[src/rtl/instr_exec_core.sv]
// PDP-8 execute unit: owns AC, Link and PC, executes decoded memory-reference and
// group-1 OP7 instructions, and paces the decoder through stall/PC_value.
package instr_exec_core_pkg;
  localparam int unsigned ADDR_WIDTH = 12;
  localparam int unsigned DATA_WIDTH = 12;

  typedef struct packed {
    logic                  NOP;
    logic                  AND;
    logic                  TAD;
    logic                  ISZ;
    logic                  DCA;
    logic                  JMS;
    logic                  JMP;
    logic [ADDR_WIDTH-1:0] mem_inst_addr;
  } pdp_mem_opcode_s;

  typedef struct packed {
    logic NOP;
    logic IAC;
    logic RAL;
    logic RTL;
    logic RAR;
    logic RTR;
    logic CML;
    logic CMA;
    logic CIA;
    logic CLL;
    logic CLA1;
    logic CLA_CLL;
    logic HLT;
    logic OSR;
    logic SKP;
    logic SNL;
    logic SZL;
    logic SZA;
    logic SNA;
    logic SMA;
    logic SPA;
    logic CLA2;
  } pdp_op7_opcode_s;
endpackage

module instr_exec_core
  import instr_exec_core_pkg::*;
#(
  parameter int unsigned           DECODE_LAT = 4,
  parameter logic [ADDR_WIDTH-1:0] START_ADDR = 12'o200
) (
  input  logic                  clk,
  input  logic                  reset_n,
  input  logic [ADDR_WIDTH-1:0] base_addr,
  input  pdp_mem_opcode_s       pdp_mem_opcode,
  input  pdp_op7_opcode_s       pdp_op7_opcode,
  output logic                  stall,
  output logic [ADDR_WIDTH-1:0] PC_value,
  instr_exec_core_if.master     mem_bus,
  output logic [DATA_WIDTH-1:0] acc,
  output logic                  link,
  output logic                  halted
);

  typedef enum logic [2:0] {
    S_INIT, S_ISSUE, S_EXEC, S_MEM_WAIT, S_WRITEBACK, S_HALT
  } state_t;

  typedef enum logic [2:0] {
    OP_NOP, OP_AND, OP_TAD, OP_ISZ, OP_DCA, OP_JMS, OP_JMP, OP_OP7
  } op_t;

  typedef struct packed {
    logic cla;
    logic cll;
    logic cma;
    logic cml;
    logic iac;
    logic rar;
    logic ral;
    logic hlt;
  } micro_t;

  localparam int unsigned CW = (DECODE_LAT > 1) ? $clog2(DECODE_LAT) : 1;
  localparam logic [CW-1:0] CNT_LAST = CW'(DECODE_LAT - 1);

  state_t                state;
  op_t                   op_d, op_q;
  micro_t                micro_d, micro_q;
  logic [CW-1:0]         cnt;
  logic [ADDR_WIDTH-1:0] ea_q;
  logic [DATA_WIDTH:0]   op7_lac;
  logic [DATA_WIDTH:0]   tad_sum;
  logic                  op7_unused;

  always_comb begin
    micro_d = '{cla: pdp_op7_opcode.CLA1, cll: pdp_op7_opcode.CLL,
                cma: pdp_op7_opcode.CMA,  cml: pdp_op7_opcode.CML,
                iac: pdp_op7_opcode.IAC,  rar: pdp_op7_opcode.RAR,
                ral: pdp_op7_opcode.RAL,  hlt: pdp_op7_opcode.HLT};
    op7_unused = ^{pdp_op7_opcode.NOP, pdp_op7_opcode.RTL, pdp_op7_opcode.RTR,
                   pdp_op7_opcode.CIA, pdp_op7_opcode.CLA_CLL, pdp_op7_opcode.OSR,
                   pdp_op7_opcode.SKP, pdp_op7_opcode.SNL, pdp_op7_opcode.SZL,
                   pdp_op7_opcode.SZA, pdp_op7_opcode.SNA, pdp_op7_opcode.SMA,
                   pdp_op7_opcode.SPA, pdp_op7_opcode.CLA2};
  end

  // Any memory flag (including NOP) takes precedence over the OP7 struct.
  always_comb begin
    op_d = OP_NOP;
    if      (pdp_mem_opcode.AND) op_d = OP_AND;
    else if (pdp_mem_opcode.TAD) op_d = OP_TAD;
    else if (pdp_mem_opcode.ISZ) op_d = OP_ISZ;
    else if (pdp_mem_opcode.DCA) op_d = OP_DCA;
    else if (pdp_mem_opcode.JMS) op_d = OP_JMS;
    else if (pdp_mem_opcode.JMP) op_d = OP_JMP;
    else if (pdp_mem_opcode.NOP) op_d = OP_NOP;
    else if (|micro_d)           op_d = OP_OP7;
  end

  // 13-bit {L,AC} datapath: a +1 carry out of AC bit 11 naturally toggles L.
  always_comb begin
    op7_lac = {link, acc};
    if (micro_q.cla) op7_lac[DATA_WIDTH-1:0] = '0;
    if (micro_q.cll) op7_lac[DATA_WIDTH]     = 1'b0;
    if (micro_q.cma) op7_lac[DATA_WIDTH-1:0] = ~op7_lac[DATA_WIDTH-1:0];
    if (micro_q.cml) op7_lac[DATA_WIDTH]     = ~op7_lac[DATA_WIDTH];
    if (micro_q.iac) op7_lac = op7_lac + 13'd1;
    if (micro_q.rar && !micro_q.ral)
      op7_lac = {op7_lac[0], op7_lac[DATA_WIDTH:1]};
    else if (micro_q.ral && !micro_q.rar)
      op7_lac = {op7_lac[DATA_WIDTH-1:0], op7_lac[DATA_WIDTH]};
    tad_sum = {1'b0, acc} + {1'b0, mem_bus.exec_rd_data};
  end

  always_ff @(posedge clk or negedge reset_n) begin
    if (!reset_n) begin
      state                <= S_INIT;
      stall                <= 1'b1;
      PC_value             <= START_ADDR;
      acc                  <= '0;
      link                 <= 1'b0;
      halted               <= 1'b0;
      cnt                  <= '0;
      op_q                 <= OP_NOP;
      micro_q              <= '0;
      ea_q                 <= '0;
      mem_bus.exec_rd_req  <= 1'b0;
      mem_bus.exec_rd_addr <= '0;
      mem_bus.exec_wr_req  <= 1'b0;
      mem_bus.exec_wr_addr <= '0;
      mem_bus.exec_wr_data <= '0;
    end else begin
      mem_bus.exec_rd_req <= 1'b0;
      mem_bus.exec_wr_req <= 1'b0;
      case (state)
        S_INIT: begin
          PC_value <= base_addr;
          stall    <= 1'b0;
          cnt      <= '0;
          state    <= S_ISSUE;
        end
        S_ISSUE: begin
          if (cnt == CNT_LAST) begin
            cnt     <= '0;
            op_q    <= op_d;
            micro_q <= micro_d;
            ea_q    <= pdp_mem_opcode.mem_inst_addr;
            stall   <= 1'b1;
            state   <= S_EXEC;
            // Strobes are registered here so they are high during the EXEC cycle.
            case (op_d)
              OP_AND, OP_TAD, OP_ISZ: begin
                mem_bus.exec_rd_req  <= 1'b1;
                mem_bus.exec_rd_addr <= pdp_mem_opcode.mem_inst_addr;
              end
              OP_DCA: begin
                mem_bus.exec_wr_req  <= 1'b1;
                mem_bus.exec_wr_addr <= pdp_mem_opcode.mem_inst_addr;
                mem_bus.exec_wr_data <= acc;
              end
              OP_JMS: begin
                mem_bus.exec_wr_req  <= 1'b1;
                mem_bus.exec_wr_addr <= pdp_mem_opcode.mem_inst_addr;
                mem_bus.exec_wr_data <= PC_value + 12'd1;
              end
              default: ;
            endcase
          end else begin
            cnt <= cnt + CW'(1);
          end
        end
        S_EXEC: begin
          stall <= 1'b0;
          state <= S_ISSUE;
          case (op_q)
            OP_AND, OP_TAD, OP_ISZ: begin
              stall <= 1'b1;
              state <= S_MEM_WAIT;
            end
            OP_DCA: begin
              acc      <= '0;
              PC_value <= PC_value + 12'd1;
            end
            OP_JMS: PC_value <= ea_q + 12'd1;
            OP_JMP: PC_value <= ea_q;
            OP_OP7: begin
              {link, acc} <= op7_lac;
              PC_value    <= PC_value + 12'd1;
              if (micro_q.hlt) begin
                stall  <= 1'b1;
                halted <= 1'b1;
                state  <= S_HALT;
              end
            end
            default: PC_value <= PC_value + 12'd1;
          endcase
        end
        S_MEM_WAIT: begin
          stall <= 1'b0;
          state <= S_ISSUE;
          case (op_q)
            OP_AND: begin
              acc      <= acc & mem_bus.exec_rd_data;
              PC_value <= PC_value + 12'd1;
            end
            OP_TAD: begin
              acc      <= tad_sum[DATA_WIDTH-1:0];
              link     <= link ^ tad_sum[DATA_WIDTH];
              PC_value <= PC_value + 12'd1;
            end
            OP_ISZ: begin
              stall                <= 1'b1;
              state                <= S_WRITEBACK;
              mem_bus.exec_wr_req  <= 1'b1;
              mem_bus.exec_wr_addr <= ea_q;
              mem_bus.exec_wr_data <= mem_bus.exec_rd_data + 12'd1;
            end
            default: PC_value <= PC_value + 12'd1;
          endcase
        end
        S_WRITEBACK: begin
          PC_value <= PC_value + ((mem_bus.exec_wr_data == '0) ? 12'd2 : 12'd1);
          stall    <= 1'b0;
          state    <= S_ISSUE;
        end
        S_HALT: ;
        default: state <= S_INIT;
      endcase
    end
  end

endmodule

[src/rtl/instr_exec_core_if.sv]
// Memory request bus between the PDP-8 execute unit (master) and memory_pdp (slave).
// Single-word read/write strobes; read data returns the cycle after exec_rd_req.
interface instr_exec_core_if #(
  parameter int unsigned AW = 12,
  parameter int unsigned DW = 12
);
  logic          exec_rd_req;
  logic [AW-1:0] exec_rd_addr;
  logic [DW-1:0] exec_rd_data;
  logic          exec_wr_req;
  logic [AW-1:0] exec_wr_addr;
  logic [DW-1:0] exec_wr_data;

  modport master (
    output exec_rd_req, exec_rd_addr, exec_wr_req, exec_wr_addr, exec_wr_data,
    input  exec_rd_data
  );

  modport slave (
    input  exec_rd_req, exec_rd_addr, exec_wr_req, exec_wr_addr, exec_wr_data,
    output exec_rd_data
  );
endinterface

[src/flat_wrapper.sv]
// flat-port wrapper written by rule: the top's interface ports become plain ports
module instr_exec_core_flat import instr_exec_core_pkg::*;
#(
  parameter int unsigned           DECODE_LAT = 4,
  parameter logic [ADDR_WIDTH-1:0] START_ADDR = 12'o200
)
  (clk, reset_n, base_addr, pdp_mem_opcode, pdp_op7_opcode, stall, PC_value, acc, link, halted, mem_bus_exec_rd_req, mem_bus_exec_rd_addr, mem_bus_exec_wr_req, mem_bus_exec_wr_addr, mem_bus_exec_wr_data, mem_bus_exec_rd_data);
  instr_exec_core_if mem_bus_i ();
  input  logic clk;
  input  logic reset_n;
  input  logic [ADDR_WIDTH-1:0] base_addr;
  input  pdp_mem_opcode_s pdp_mem_opcode;
  input  pdp_op7_opcode_s pdp_op7_opcode;
  output logic stall;
  output logic [ADDR_WIDTH-1:0] PC_value;
  output logic [DATA_WIDTH-1:0] acc;
  output logic link;
  output logic halted;
  output wire logic [$bits(mem_bus_i.exec_rd_req)-1:0] mem_bus_exec_rd_req;
  output wire logic [$bits(mem_bus_i.exec_rd_addr)-1:0] mem_bus_exec_rd_addr;
  output wire logic [$bits(mem_bus_i.exec_wr_req)-1:0] mem_bus_exec_wr_req;
  output wire logic [$bits(mem_bus_i.exec_wr_addr)-1:0] mem_bus_exec_wr_addr;
  output wire logic [$bits(mem_bus_i.exec_wr_data)-1:0] mem_bus_exec_wr_data;
  input wire logic [$bits(mem_bus_i.exec_rd_data)-1:0] mem_bus_exec_rd_data;
  assign mem_bus_exec_rd_req = mem_bus_i.exec_rd_req;
  assign mem_bus_exec_rd_addr = mem_bus_i.exec_rd_addr;
  assign mem_bus_exec_wr_req = mem_bus_i.exec_wr_req;
  assign mem_bus_exec_wr_addr = mem_bus_i.exec_wr_addr;
  assign mem_bus_exec_wr_data = mem_bus_i.exec_wr_data;
  assign mem_bus_i.exec_rd_data = mem_bus_exec_rd_data;
  instr_exec_core #(.DECODE_LAT(DECODE_LAT), .START_ADDR(START_ADDR)) u_core (.clk(clk), .reset_n(reset_n), .base_addr(base_addr), .pdp_mem_opcode(pdp_mem_opcode), .pdp_op7_opcode(pdp_op7_opcode), .stall(stall), .PC_value(PC_value), .mem_bus(mem_bus_i), .acc(acc), .link(link), .halted(halted));
endmodule
[config.mk]
export PLATFORM = sky130hd
export DESIGN_NAME = instr_exec_core_flat
export DESIGN_NICKNAME = d
export VERILOG_FILES = /design/src/rtl/instr_exec_core.sv /design/src/rtl/instr_exec_core_if.sv /design/src/flat_wrapper.sv
export SDC_FILE = /design/constraint.sdc
export NUM_CORES = 1
export LEC_CHECK = 0
export CORE_UTILIZATION = 35
export CTS_CLUSTER_DIAMETER = 100
export DETAILED_ROUTE_END_ITERATION = 16
export PLACE_DENSITY = 0.63
export SYNTH_ARGS = -nofsm -noshare
export SYNTH_HDL_FRONTEND = slang
export SYNTH_SLANG_ARGS = --single-unit
[constraint.sdc]
create_clock -name clk -period 3.9 [get_ports clk]
set_clock_uncertainty 0.05 [all_clocks]
set_input_delay 0.585 -clock clk [delete_from_list [all_inputs] [get_ports clk]]
set_output_delay 0.585 -clock clk [all_outputs]
set_load 0.01 [all_outputs]
==> metrics <==
Yosys reg bits 93; CTS H-Tree Depth 3; final count of hold timing violations 0; Crit Path Class in -> reg; setup_tns 0 ns; Critical Path Fanout Max 5; most frequent cells after synthesis nand2_1 (149), nor2_1 (100), dfrtp_1 (91); largest family of logic cells by synthesized area simple AND/OR/NAND/NOR gates; switching share of power 46.33%; worst hold path type in -> async; TritonCTS buffer count 9; Min Hold Slack around 0.18 ns; # diodes 0; Post-synth EDFFs 0; Layout Utilization 44.12%; std cell rows 52; Remaining Overflow, GRT 0; number of antenna-violating nets in the routed design 0; Post-synth ARST share 100.0%; number of setup violations in the final report 0; Longest Clk Path Bufs 2; Ys Warns 0; clock root buffer clkbuf_16; vias in the first global route 6847; Worst slew margin 42.05%; Final Cycle Share 80.13%; Yosys top cell by area dfrtp_1; area grow syn2layout 23.95%; Core Area roughly 20000 um2; Netlist cell types 74; chip width approximately 150 um; CTS tree yes; final cell count without fillers roughly 1300; drt drc 0; Max Freq 0.3200 GHz; Crit. Startpoint mem_bus_exec_rd_data[0]; main area contributors after synthesis dfrtp_1 (32%), nand2_1 (7.8%), nor2_1 (5.2%); Setup crit end u_core.acc[10]; first-pass GRT wire length ~36000 um; vias per cell between 5 and 6; Avg Cell Area, Syn 7.829 um2; CTS Sinks 93; Slew @ Worst Pin 0.8692 ns; Max-Cap Viols 0; DR vias between 7000 and 8000; crit path launch type input port; post-CTS sizing 0; Final WS setup between 0.7 and 0.8 ns; sw power 3.420 mW; clock share of power approximately an eighth; GR Util met3 under 10%; met2 Use GR between 30% and 40%; I/O Buffers 117; Synth Area in XOR/XNOR 6.954%; pre-CTS setup slack 0.4666 ns; Initial Util 35.60%; peak supply drop between 0.0003 and 0.0004 V; RSZ-0062 raised after global routing false; # hold bufs at CTS 0; hpwl dp about 17000 um; Final nets 1086; Simple-Gate Fraction of Synth Area about 25%; most numerous cell in the Yosys netlist nand2_1; Logic pwr share ~57%; placed cell count 1257; met1 Use GR roughly 29%; sequential element share of the synthesized area approximately a third; Worst Path Required 4.07 ns; DR WL/cell 17.43 um; Post-CTS Repair Setup Buffers 0; initial antenna violation count 0; Top-Level Pins 132; internal power a little under 4 mW; sequential power share slightly below 30%; Pins Over Slew Limit 0; overall global routing resource usage between 20% and 30%; chip height between 100 and 150 um; Power Density 829.6 nW/um2; Post-Synth Adder-Cell Area under 10%; share of cells above drive strength 1 7.278%; setup slack, reg-to-reg around 0.87 ns; Critical Path End Type flop; FF-to-FF End u_core.acc[9]; drt total wl approximately 22000 um; synthesized area roughly 7000 um2; DR iter-0 viols 486; top_reg_cell synth dfrtp_1; Synth Instances approximately 900; Net Count, Synth 1005; RR Startpoint u_core.micro_q[7]; clock slew at reported path FFs 0.06 ns; Yosys top cell area share about a third; largest net degree at the start of global routing 46; GR peak layer met2; status complete, no violations; R2R cell count 10; Worst EP arrival approximately 3.3 ns; die area around 21000 um2; Synth Area in Compound Gates between 20% and 30%; multiplexer area fraction after synthesis about 3.5%; post-layout minimum cycle time 3.125 ns; worst-skew pair later-pin latency about 0.35 ns; Pre-antenna DRT Iters 5; LEAKAGE roughly 3.5 nW; GP Congestion between 0.8 and 0.9
[state kept, by name, summed over array words and instances, names as in the netlist, 2 cells and up]
register / flops
u_core.cnt: 2
u_core.mem_bus.exec_wr_data: 12
u_core.state: 3
u_core.acc: 12
u_core.micro_q: 8
u_core.op_q: 3
u_core.PC_value: 12
u_core.mem_bus.exec_rd_addr: 12
u_core.ea_q: 12
u_core.mem_bus.exec_wr_addr: 12
[cell usage in the layout, fill, tap and decap left out, types with 4 or more instances in the layout]
| master | n |
|---|---|
| nand4_1 | 13 |
| nor4_1 | 10 |
| a31oi_1 | 28 |
| and3_1 | 5 |
| nand2b_1 | 5 |
| a22oi_1 | 11 |
| buf_4 | 18 |
| o22a_1 | 5 |
| a21o_1 | 9 |
| and4_1 | 5 |
| mux2i_1 | 5 |
| nor2_1 | 99 |
| clkdlybuf4s50_1 | 116 |
| o21a_1 | 7 |
| xor2_1 | 18 |
| o22ai_1 | 11 |
| dfrtp_1 | 91 |
| a21oi_1 | 42 |
| o21bai_1 | 5 |
| o31ai_1 | 6 |
| nand3_1 | 36 |
| ha_1 | 19 |
| a211oi_1 | 18 |
| o221ai_1 | 6 |
| nand2_1 | 149 |
| nor2b_1 | 13 |
| o211ai_1 | 12 |
| a221o_1 | 4 |
| a221oi_1 | 6 |
| xnor2_1 | 39 |
| o21ai_0 | 44 |
| and2_1 | 6 |
| nor3_1 | 18 |
| clkbuf_16 | 9 |
| mux2_2 | 18 |
| inv_1 | 28 |
| or3_1 | 6 |
[through the flow]
step,power [mW],instance area [um2]
4_1_cts,7.402,8899
5_1_grt,7.960,8899
3_5_place_dp,6.394,8573
3_3_place_gp,6.337,8573
2_1_floorplan,4.841,7179
6_report,7.382,8899
[how the worst min path moves through the flow]
stage / startpoint / end / slack (ns) / cells after the start
after floorplan: reset_n / u_core.PC_value[0] / 0.24 / 0
after global placement: u_core.halted / u_core.halted / 0.40 / 1
after detailed placement: u_core.halted / u_core.halted / 0.42 / 1
after CTS: reset_n / u_core.mem_bus.exec_rd_req / 0.20 / 1
after global routing: reset_n / u_core.mem_bus.exec_rd_req / 0.23 / 1
final: reset_n / u_core.mem_bus.exec_rd_req / 0.18 / 1
[cell families (layout without fill, tap and decap cells)]
group / after synthesis / in the layout
DFF: 93 / 93
buffers and inverters: 93 / 179
muxes: 23 / 23
and+or+nand+nor: 383 / 383
AOI/OAI and AO/OA: 247 / 247
adders and majority gates: 21 / 21
xor gates and xnor gates: 57 / 57
[worst max-delay path, stage by stage]
cell and delay (ns):
clkdlybuf4s50_1 0.59, ha_1 0.22, inv_1 0.07, fa_1 0.37, nor2b_1 0.21, o31a_1 0.20, o21ai_0 0.20, o21ai_0 0.32
xnor2_1 0.10, a221oi_1 0.29, o211ai_1 0.13
[layer usage]
layer | part of all wire (%) | wire, um
met1 | 46 | 10120
met2 | 46 | 10300
met3 | 6.2 | 1370
met4 | 1.8 | 400
met5 | 0 | 0
[area by class of cell]
type                            count  area (um2)
Tap cell                          270       337.8
Multi-Input combinational cell    731        4501
Clock buffer                       10       239.0
Inverter                           29       108.9
Fill cell                        2083       11270
Sequential cell                    93        2330
Timing Repair Buffer              134        1296
Clock inverter                      6       86.33
[power by group through the flow]
| stage | combinational [mW] | clock (mW) | sequential (mW) |
|---|---|---|---|
| 2_1_floorplan | 2.92 | 0 | 1.92 |
| 3_3_place_gp | 4.16 | 0 | 2.18 |
| 3_5_place_dp | 4.20 | 0 | 2.19 |
| 4_1_cts | 4.23 | 0.998 | 2.18 |
| 5_1_grt | 4.65 | 1.03 | 2.28 |
| 6_report | 4.23 | 0.967 | 2.19 |
No activity file was read; power rests on OpenSTA's default activity.
